`config.mk`:
```
export PLATFORM = sky130hd
export DESIGN_NAME = match_referee_flat
export DESIGN_NICKNAME = d
export VERILOG_FILES = /design/src/rtl/match_referee_pkg.sv /design/src/rtl/match_referee_if.sv /design/src/rtl/match_referee_timer.sv /design/src/rtl/match_referee.sv /design/src/flat_wrapper.sv
export SDC_FILE = /design/constraint.sdc
export NUM_CORES = 1
export LEC_CHECK = 0
export CAP_MARGIN = 40
export CORE_MARGIN = 2
export CORE_UTILIZATION = 39
export CTS_CLUSTER_SIZE = 12
export DETAILED_ROUTE_END_ITERATION = 8
export SETUP_SLACK_MARGIN = 0.05
export SLEW_MARGIN = 25
export SYNTH_ARGS = -nofsm -noshare
export SYNTH_HDL_FRONTEND = slang
export SYNTH_HIERARCHICAL = 1
export SYNTH_SLANG_ARGS = --single-unit
```
`constraint.sdc`:
```
create_clock -name clk -period 6.65 [get_ports clk]
set_input_delay 1.33 -clock clk [delete_from_list [all_inputs] [get_ports clk]]
set_output_delay 1.33 -clock clk [all_outputs]
set_load 0.01 [all_outputs]
```
`src/rtl/match_referee_pkg.sv`:
```
// Shared types and helpers for the best-of-N match referee.
package match_pkg;

  typedef enum logic [2:0] {S_IDLE, S_COLLECT, S_COMPARE, S_SHOW, S_DONE} state_t;
  typedef enum logic [1:0] {RND_WIN, RND_LOSE, RND_TIE} rnd_t;

  localparam logic [1:0] RES_NONE   = 2'b00;
  localparam logic [1:0] RES_LOCAL  = 2'b01;
  localparam logic [1:0] RES_REMOTE = 2'b10;
  localparam logic [1:0] RES_DRAW   = 2'b11;

  localparam int THERM_MAX = 64;

  // n ones from bit 0 upward, clipped to width
  function automatic logic [THERM_MAX-1:0] therm(input int n, input int width);
    logic [THERM_MAX-1:0] t;
    t = '0;
    for (int i = 0; i < THERM_MAX; i++)
      if (i < n && i < width) t[i] = 1'b1;
    return t;
  endfunction

endpackage

```
`src/rtl/match_referee_if.sv`:
```
// Strobe/score inputs and LED/status outputs of the match referee.
interface match_referee_if #(
  parameter int SCORE_W = 4,
  parameter int LED_W   = 16
);
  logic               start;
  logic               l_valid;
  logic [SCORE_W-1:0] score;
  logic               r_valid;
  logic [SCORE_W-1:0] r_score;
  logic [LED_W-1:0]   led;
  logic [3:0]         l_wins;
  logic [3:0]         r_wins;
  logic               match_over;
  logic [1:0]         result;

  modport master (output start, l_valid, score, r_valid, r_score,
                  input  led, l_wins, r_wins, match_over, result);
  modport slave  (input  start, l_valid, score, r_valid, r_score,
                  output led, l_wins, r_wins, match_over, result);
endinterface

```
`src/rtl/match_referee_timer.sv`:
```
// Loadable down-counter; done is high during the last counted cycle.
module match_timer #(
  parameter int W = 32
) (
  input  logic         clk,
  input  logic         reset,
  input  logic         load,
  input  logic [W-1:0] load_val,
  output logic         done
);
  logic [W-1:0] cnt;

  always_ff @(posedge clk) begin
    if (reset)             cnt <= '0;
    else if (load)         cnt <= load_val;
    else if (cnt != '0)    cnt <= cnt - 1'b1;
  end

  assign done = (cnt == W'(1));
endmodule

```
`src/rtl/match_referee.sv`:
```
// Best-of-N referee: latches both round scores, scores the round, tracks
// wins and drives the LED bar with progress and results.
module match_referee
  import match_pkg::*;
#(
  parameter int SCORE_W   = 4,
  parameter int N_ROUNDS  = 3,
  parameter int LED_W     = 16,
  parameter int SHOW_CYC  = 50_000_000,
  parameter int BLINK_CYC = 12_500_000
) (
  input  logic            clk,
  input  logic            reset,
  match_referee_if.slave  bus
);
  localparam logic [3:0] WIN_TGT = 4'((N_ROUNDS + 1) / 2);

  state_t             state, state_n;
  rnd_t               rnd, rnd_n;
  logic               l_got, r_got, l_got_n, r_got_n;
  logic [SCORE_W-1:0] l_sc, r_sc, l_sc_n, r_sc_n;
  logic [3:0]         l_wins, r_wins, rounds, l_wins_n, r_wins_n, rounds_n;
  logic               blink, blink_n, mo_q, mo_n;
  logic [1:0]         res_q, res_n;
  logic [LED_W-1:0]   led_q, led_n, rt;
  logic               show_load, show_done, blink_load, blink_done, cap_en;

  match_timer #(.W(32)) u_show (
    .clk(clk), .reset(reset), .load(show_load),
    .load_val(32'(SHOW_CYC)), .done(show_done)
  );

  match_timer #(.W(32)) u_blink (
    .clk(clk), .reset(reset), .load(blink_load),
    .load_val(32'(BLINK_CYC)), .done(blink_done)
  );

  always_ff @(posedge clk) begin
    if (reset) begin
      state <= S_IDLE;  rnd   <= RND_TIE;
      l_got <= 1'b0;    r_got <= 1'b0;
      l_sc  <= '0;      r_sc  <= '0;
      l_wins <= '0;     r_wins <= '0;    rounds <= '0;
      blink <= 1'b0;    mo_q  <= 1'b0;   res_q <= RES_NONE;
      led_q <= '0;
    end else begin
      state <= state_n; rnd   <= rnd_n;
      l_got <= l_got_n; r_got <= r_got_n;
      l_sc  <= l_sc_n;  r_sc  <= r_sc_n;
      l_wins <= l_wins_n; r_wins <= r_wins_n; rounds <= rounds_n;
      blink <= blink_n; mo_q  <= mo_n;   res_q <= res_n;
      led_q <= led_n;
    end
  end

  always_comb begin
    state_n  = state;  rnd_n    = rnd;
    l_sc_n   = l_sc;   r_sc_n   = r_sc;
    l_wins_n = l_wins; r_wins_n = r_wins; rounds_n = rounds;
    blink_n  = blink;  res_n    = res_q;
    show_load = 1'b0;  blink_load = 1'b0;
    rt = '0;

    // COMPARE consumes the held pair, so a strobe that cycle starts the next round
    l_got_n = (state == S_COMPARE) ? 1'b0 : l_got;
    r_got_n = (state == S_COMPARE) ? 1'b0 : r_got;
    cap_en  = (state == S_COLLECT) || (state == S_COMPARE) || (state == S_SHOW);
    if (cap_en && bus.l_valid && !l_got_n) begin
      l_sc_n = bus.score;   l_got_n = 1'b1;
    end
    if (cap_en && bus.r_valid && !r_got_n) begin
      r_sc_n = bus.r_score; r_got_n = 1'b1;
    end

    unique case (state)
      S_IDLE: if (bus.start) state_n = S_COLLECT;
      S_COLLECT: if (l_got && r_got) state_n = S_COMPARE;
      S_COMPARE: begin
        if (l_sc > r_sc) begin
          l_wins_n = l_wins + 4'd1; rnd_n = RND_WIN;
        end else if (l_sc < r_sc) begin
          r_wins_n = r_wins + 4'd1; rnd_n = RND_LOSE;
        end else begin
          rnd_n = RND_TIE;
        end
        rounds_n  = rounds + 4'd1;
        show_load = 1'b1;
        state_n   = S_SHOW;
      end
      S_SHOW: if (show_done) begin
        if (l_wins == WIN_TGT || r_wins == WIN_TGT || rounds == 4'(N_ROUNDS)) begin
          state_n    = S_DONE;
          blink_n    = 1'b1;
          blink_load = 1'b1;
          if (l_wins > r_wins)      res_n = RES_LOCAL;
          else if (l_wins < r_wins) res_n = RES_REMOTE;
          else                      res_n = RES_DRAW;
        end else begin
          state_n = S_COLLECT;
        end
      end
      S_DONE: begin
        if (bus.start) begin
          state_n  = S_COLLECT;
          l_wins_n = '0; r_wins_n = '0; rounds_n = '0;
          l_got_n  = 1'b0; r_got_n = 1'b0;
          l_sc_n   = '0;   r_sc_n  = '0;
          res_n    = RES_NONE;
        end else if (blink_done) begin
          blink_n    = ~blink;
          blink_load = 1'b1;
        end
      end
      default: state_n = S_IDLE;
    endcase

    mo_n = (state_n == S_DONE);

    // LED image follows the next state so it switches together with it
    led_n = '0;
    unique case (state_n)
      S_COLLECT, S_COMPARE: begin
        led_n = LED_W'(therm(int'(l_wins_n), LED_W));
        rt    = LED_W'(therm(int'(r_wins_n), LED_W));
        for (int i = 0; i < LED_W; i++)
          led_n[LED_W-1-i] = led_n[LED_W-1-i] | rt[i];
      end
      S_SHOW: begin
        if (rnd_n == RND_WIN) led_n = '1;
        else if (rnd_n == RND_TIE)
          for (int i = 0; i < LED_W; i++) led_n[i] = i[0];
      end
      S_DONE: begin
        if (res_n == RES_LOCAL)     led_n = '1;
        else if (res_n == RES_DRAW) led_n = {LED_W{blink_n}};
      end
      default: led_n = '0;
    endcase
  end

  assign bus.led        = led_q;
  assign bus.l_wins     = l_wins;
  assign bus.r_wins     = r_wins;
  assign bus.match_over = mo_q;
  assign bus.result     = res_q;
endmodule

```
`src/flat_wrapper.sv`:
```
// flat-port wrapper written by rule: the top's interface ports become plain ports
module match_referee_flat import match_pkg::*;
#(
  parameter int SCORE_W   = 4,
  parameter int N_ROUNDS  = 3,
  parameter int LED_W     = 16,
  parameter int SHOW_CYC  = 50_000_000,
  parameter int BLINK_CYC = 12_500_000
)
  (clk, reset, bus_start, bus_l_valid, bus_score, bus_r_valid, bus_r_score, bus_led, bus_l_wins, bus_r_wins, bus_match_over, bus_result);
  match_referee_if #(.SCORE_W(SCORE_W), .LED_W(LED_W)) bus_i ();
  input  logic clk;
  input  logic reset;
  input wire logic [$bits(bus_i.start)-1:0] bus_start;
  input wire logic [$bits(bus_i.l_valid)-1:0] bus_l_valid;
  input wire logic [$bits(bus_i.score)-1:0] bus_score;
  input wire logic [$bits(bus_i.r_valid)-1:0] bus_r_valid;
  input wire logic [$bits(bus_i.r_score)-1:0] bus_r_score;
  output wire logic [$bits(bus_i.led)-1:0] bus_led;
  output wire logic [$bits(bus_i.l_wins)-1:0] bus_l_wins;
  output wire logic [$bits(bus_i.r_wins)-1:0] bus_r_wins;
  output wire logic [$bits(bus_i.match_over)-1:0] bus_match_over;
  output wire logic [$bits(bus_i.result)-1:0] bus_result;
  assign bus_i.start = bus_start;
  assign bus_i.l_valid = bus_l_valid;
  assign bus_i.score = bus_score;
  assign bus_i.r_valid = bus_r_valid;
  assign bus_i.r_score = bus_r_score;
  assign bus_led = bus_i.led;
  assign bus_l_wins = bus_i.l_wins;
  assign bus_r_wins = bus_i.r_wins;
  assign bus_match_over = bus_i.match_over;
  assign bus_result = bus_i.result;
  match_referee #(.SCORE_W(SCORE_W), .N_ROUNDS(N_ROUNDS), .LED_W(LED_W), .SHOW_CYC(SHOW_CYC), .BLINK_CYC(BLINK_CYC)) u_core (.clk(clk), .reset(reset), .bus(bus_i));
endmodule
```
After elaboration in Yosys (flattened, before gate mapping)

Cells that the tools add are included.

Flip-flop bits (word level): 111
Logic and storage cells: 226
Memories kept: 0
Bits in read-only memories: 0
Latch bits: 0
Output and inout port bits: 27
Input bits: 13
Bits in writable memories: 0

Multiplexer cells: 115
Bitwise operators: 15
Add/subtract/negate cells: 5
Equality and inequality tests: 17
Reductions and logical operators: 23
Multipliers: 0
Divide/modulo/power cells: 0
Order comparisons: 34
Shift operators: 0

Operator list:

| kind                  | count |
|---|---|
| $mux 1                | 76 |
| $eq 32x1->1 const B   | 2 |
| $mux 16               | 4 |
| $reduce_bool 32->1    | 2 |
| $sub 32x1->32 const B | 2 |
| $lt 4x4->1 const A    | 14 |
| $mux 26               | 2 |
| $mux 24               | 2 |
| $mux 4                | 12 |
| $pmux 16 s3           | 1 |
| $lt 3x4->1 const A    | 8 |
| $pmux 4 s2            | 3 |
| $lt 1x4->1 const A    | 4 |
| $lt 2x4->1 const A    | 4 |
| $mux 2                | 7 |
| $or 1x1->1            | 14 |
| $add 4x1->4 const B   | 3 |
| $eq 3x2->1 const B    | 4 |
| $eq 4x2->1 const B    | 3 |
| $mux 3                | 4 |
| $pmux 3 s4            | 1 |
| $gt 4x4->1            | 2 |
| $lt 4x4->1            | 2 |
| $reduce_or 2->1       | 4 |
| other kinds (15)      | 29 |

Depth between registers and ports, before layout

Word-level depth: 11
Depth in mapped cells: 11
Mapped depth without buffers: 11

Hierarchy

Netlist, hierarchy kept.

By module, submodules not included:

| module        | instances | sequential area each (um^2) | area each (um^2) | cells each |
|---|---|---|---|---|
| match_timer   | 2         | 640.6                       | 1884.3           | 216 |
| match_referee | 1         | 940.9                       | 2583.7           | 317 |

Worst setup path after synthesis

Ideal clock, no wire load.

Kind: reg-to-reg
Start: register u_core.u_show.cnt[16]
End: register u_core.u_blink.cnt[16]
Period minus slack after synthesis: 3.179 ns
Stages on the path, launching flop included: 12
Setup slack: 3.471 ns
Setup time: 0.078 ns
Data arrival time: 3.101 ns
Data required time: 6.572 ns
Path buffers: 3
Cell sequence: dfxtp_1 > or4_1 > buf_2 > or4_4 > nor3_1 > and2_1 > o311ai_1 > nand2_1 > clkbuf_1 > clkbuf_1 > a211oi_1 > nor3_1

Longest elaborated chain between the ends: 4

RTL lines:

| element                          | RTL line                  | RTL |
|---|---|---|
| start: declaration               | match_referee_timer.sv:11 | `logic [W-1:0] cnt;` |
| start signal: assignment         | match_referee_timer.sv:15 | `else if (load) cnt <= load_val;` |
| start signal: assignment         | match_referee_timer.sv:16 | `else if (cnt != '0) cnt <= cnt - 1'b1;` |
| $eq 32x1->1                      | match_referee_timer.sv:19 | `assign done = (cnt == W'(1));` |
| via u_core.show_done             | match_referee.sv:26       | `logic show_load, show_done, blink_load, blink_done, cap_en;` |
| $mux 1                           | match_referee.sv:90       | `S_SHOW: if (show_done) begin` |
| $pmux 1 s2                       | match_referee.sv:75       | `unique case (state)` |
| via u_core.blink_load            | match_referee.sv:26       |  |
| $reduce_or 2->1 (no source line) | n/a                       |  |
| end signal: assignment           | match_referee_timer.sv:15 |  |
| end signal: assignment           | match_referee_timer.sv:16 |  |
| end: declaration                 | match_referee_timer.sv:11 |  |

The timed path passes the listed nets, and every way through them passes these cells.
A chain may end at the register's enable or synchronous reset.

Final worst setup path

Start: register u_core.u_show.cnt[16]
End: register u_core.u_blink.cnt[2]

Same word-level chain as after synthesis.

==> impl_metrics.ini <==
[outcome]
status = finished clean

[logic_synthesis]
synth_cell_type_count = 67
ys_warn_count = 6
yosys.area_share.simple_pct = 26.8
synth_top_family_by_area = simple AND/OR/NAND/NOR gates
syn-cell-area_mm2 = 0.00635
synth_top_area_share_pct = 35.0
syn_area_per_cell_um2 = 8.48
synth_mux_area_share_pct = 1.91
postSynth.asyncResetShare_pct = 0
synth_compound_area_share_pct = 22.1
synthTopCellsByArea = dfxtp_1, o211a_1, xor2_1
ys.flop_type = dfxtp_1
synth-xor-area-share_pct = 7.03
syn_inst = 749
synthAdderAreaFrac_pct = 3.35
synth_seq_cells = 111
synth_edf_count = 0
synth_top_cell_by_area = dfxtp_1
yosysSeqAreaShare_pct = 35.0

[cts]
cts-root-buf = clkbuf_16
cts_setup_buffers = 0
cts_max_level = 3
hold_buffers = 0
cts_made_buffers = 9
path_clk_slew_ps = 80
insertion_delay_ps = 360
clock-sinks = 111
cts_tree = built
ctsLongestPathBuffers = 2
ctsResizeCount = 0

[sta]
slew_headroom_pct = 50.8
hold_viol = 0
setup_violations = 0
finClkSkew_ps = 10.1
min_period_ps = 4390
rsz0062_at_grt = false
tns_ps = 0
finalMaxSlewViolations = 0
period_share_pct = 66.0
worst_pin_slew_ps = 732
timing.fmax_mhz = 228

[final_layout]
n_antenna_cell = 0
drive_gt1_share_pct = 7.13
syn2layout_area_growth_pct = 18.0
mostFrequentLayoutCells = dfxtp_1, conb_1, nand2_1
layout_commonest_cell = dfxtp_1
nets = 866

[global_routing]
grt_pass1_vias = 5149
grt_usage_pct = 17.5
antenna_found_initial = 0
grt_max_degree = 42
grt_overflow_total = 0
grt_pass1_wl_um = 25200

[critical_path]
crit_path_start_kind = flop
crit_type = flop to flop
r2r-start = u_core/u_show/cnt[16]
cp.required_ps = 6950
critPathCaptureType = flop
cp_data_arrival_time_ps = 4680
crit_start = u_core/u_show/cnt[16]
path_max_fanout = 41

[drt]
avgViaCountPerCell = 5.33
antenna_left = 0
drc = 0
routedWlPerCell_um = 13.9
drt_iter0_markers = 402
vias = 5631
routed_wl_um = 14700
drt-pass1-iter-count = 7

[die]
initial_utilization_pct = 40.0
io_pins = 40
die_w_um = 132
fp.dieH_um = 132
dieArea_mm2 = 0.0173
core_mm2 = 0.0159
std_cell_rows = 46

[placement]
hpwl_um = 10400
gp_congestion = 0.844
port-buffer-count = 39

[run]
drv_cap = 0

[hold_path]
hp-start = u_core/rnd[1]
hold_path.class = flop to flop

[power_and_ir_drop]
p_per_area_mw_per_mm2 = 436
total_power_w = 0.00327
leakagePower_nw = 3.20
vdd_drop_max_v = 0.000249
==> critical path, cell delays in order (launching register included) <==
cell and delay, ps:
dfxtp_1 350, or4_1 710, or4_4 580, nor3_1 330, and2_1 200, o311ai_1 150, clkdlybuf4s15_2 290, nand2_1 70
buf_4 350, inv_1 410, a21oi_2 620, o211a_1 250
==> synthesized netlist by cell type (11+ instances only) <==
cell type / number
a211oi_1: 16
a21oi_1: 39
a31oi_1: 15
clkbuf_1: 24
dfxtp_1: 111
ha_1: 17
inv_1: 24
mux2i_1: 11
nand2_1: 59
nand2b_1: 25
nand3_1: 16
nor2_1: 56
nor3_1: 36
nor4_1: 19
o211a_1: 28
o211ai_1: 14
o21ai_0: 21
o22ai_1: 12
or3_1: 14
or4_1: 16
xnor2_1: 24
xor2_1: 27
==> layout make-up <==
cell class | instances | area, um2
timing repair buffer | 46 | 468
tap | 216 | 270
fill | 1602 | 8390
inverter | 25 | 93.8
clock buffer | 11 | 253
multi-input combinational | 643 | 4130
clock inverter | 5 | 63.8
sequential | 111 | 2220
==> worst paths after layout <==
kind,endpoint,slack [ps],cells after the start
worst max-delay path,u_core/u_blink/cnt[2],2260,11
worst min-delay path,u_core/rnd[1],470,2
worst max register to register,u_core/u_blink/cnt[2],2260,11
worst min register to register,u_core/rnd[1],470,2
==> power breakdown <==
group,internal [W],switching [W]
clock,0.000317,0.000257
sequential,0.000842,0.000189
combinational,0.000739,0.000923
==> logic make-up (layout without fill, tap and decap cells) <==
group | after synthesis | count (layout)
adders and majority gates | 17 | 17
AOI/OAI and AO/OA | 192 | 192
DFF | 111 | 111
other | 2 | 64
buffers and inverters | 57 | 87
and+or+nand+nor | 307 | 307
xor gates and xnor gates | 51 | 51
muxes | 12 | 12
==> routing by layer <==
layer | routed length [um] | GRT usage, % | vias up | part of all wire (%)
li1 | - | - | 2902 | -
met1 | 7170 | 23.4 | 2561 | 49
met2 | 6540 | 27.6 | 137 | 45
met3 | 595 | 3.13 | 31 | 4.1
met4 | 347 | 7.37 | 0 | 2.4
met5 | 0 | 0 | - | 0
==> flip-flops by register name, summed over array words and instances (netlist names), 2 cells and up <==
name	cells
u_core/bus.result	2
u_core/u_show/cnt	32
u_core/l_sc	4
u_core/r_sc	4
u_core/rounds	4
u_core/bus.l_wins	4
u_core/state	3
u_core/rnd	2
u_core/bus.r_wins	4
u_core/u_blink/cnt	32
u_core/bus.led	16
==> through the flow <==
step	util, %	std cells	hold slack (ps)	setup WS [ps]	area (um2)
2_1_floorplan	-	811	426	3470	6590
3_3_place_gp	44.8	1037	446	2370	7120
3_5_place_dp	45.0	1039	455	2220	7140
4_1_cts	47.0	1055	474	2200	7460
5_1_grt	47.2	1057	513	1900	7500
6_report	47.2	1057	473	2260	7500
(Power assumes the default switching activity.)
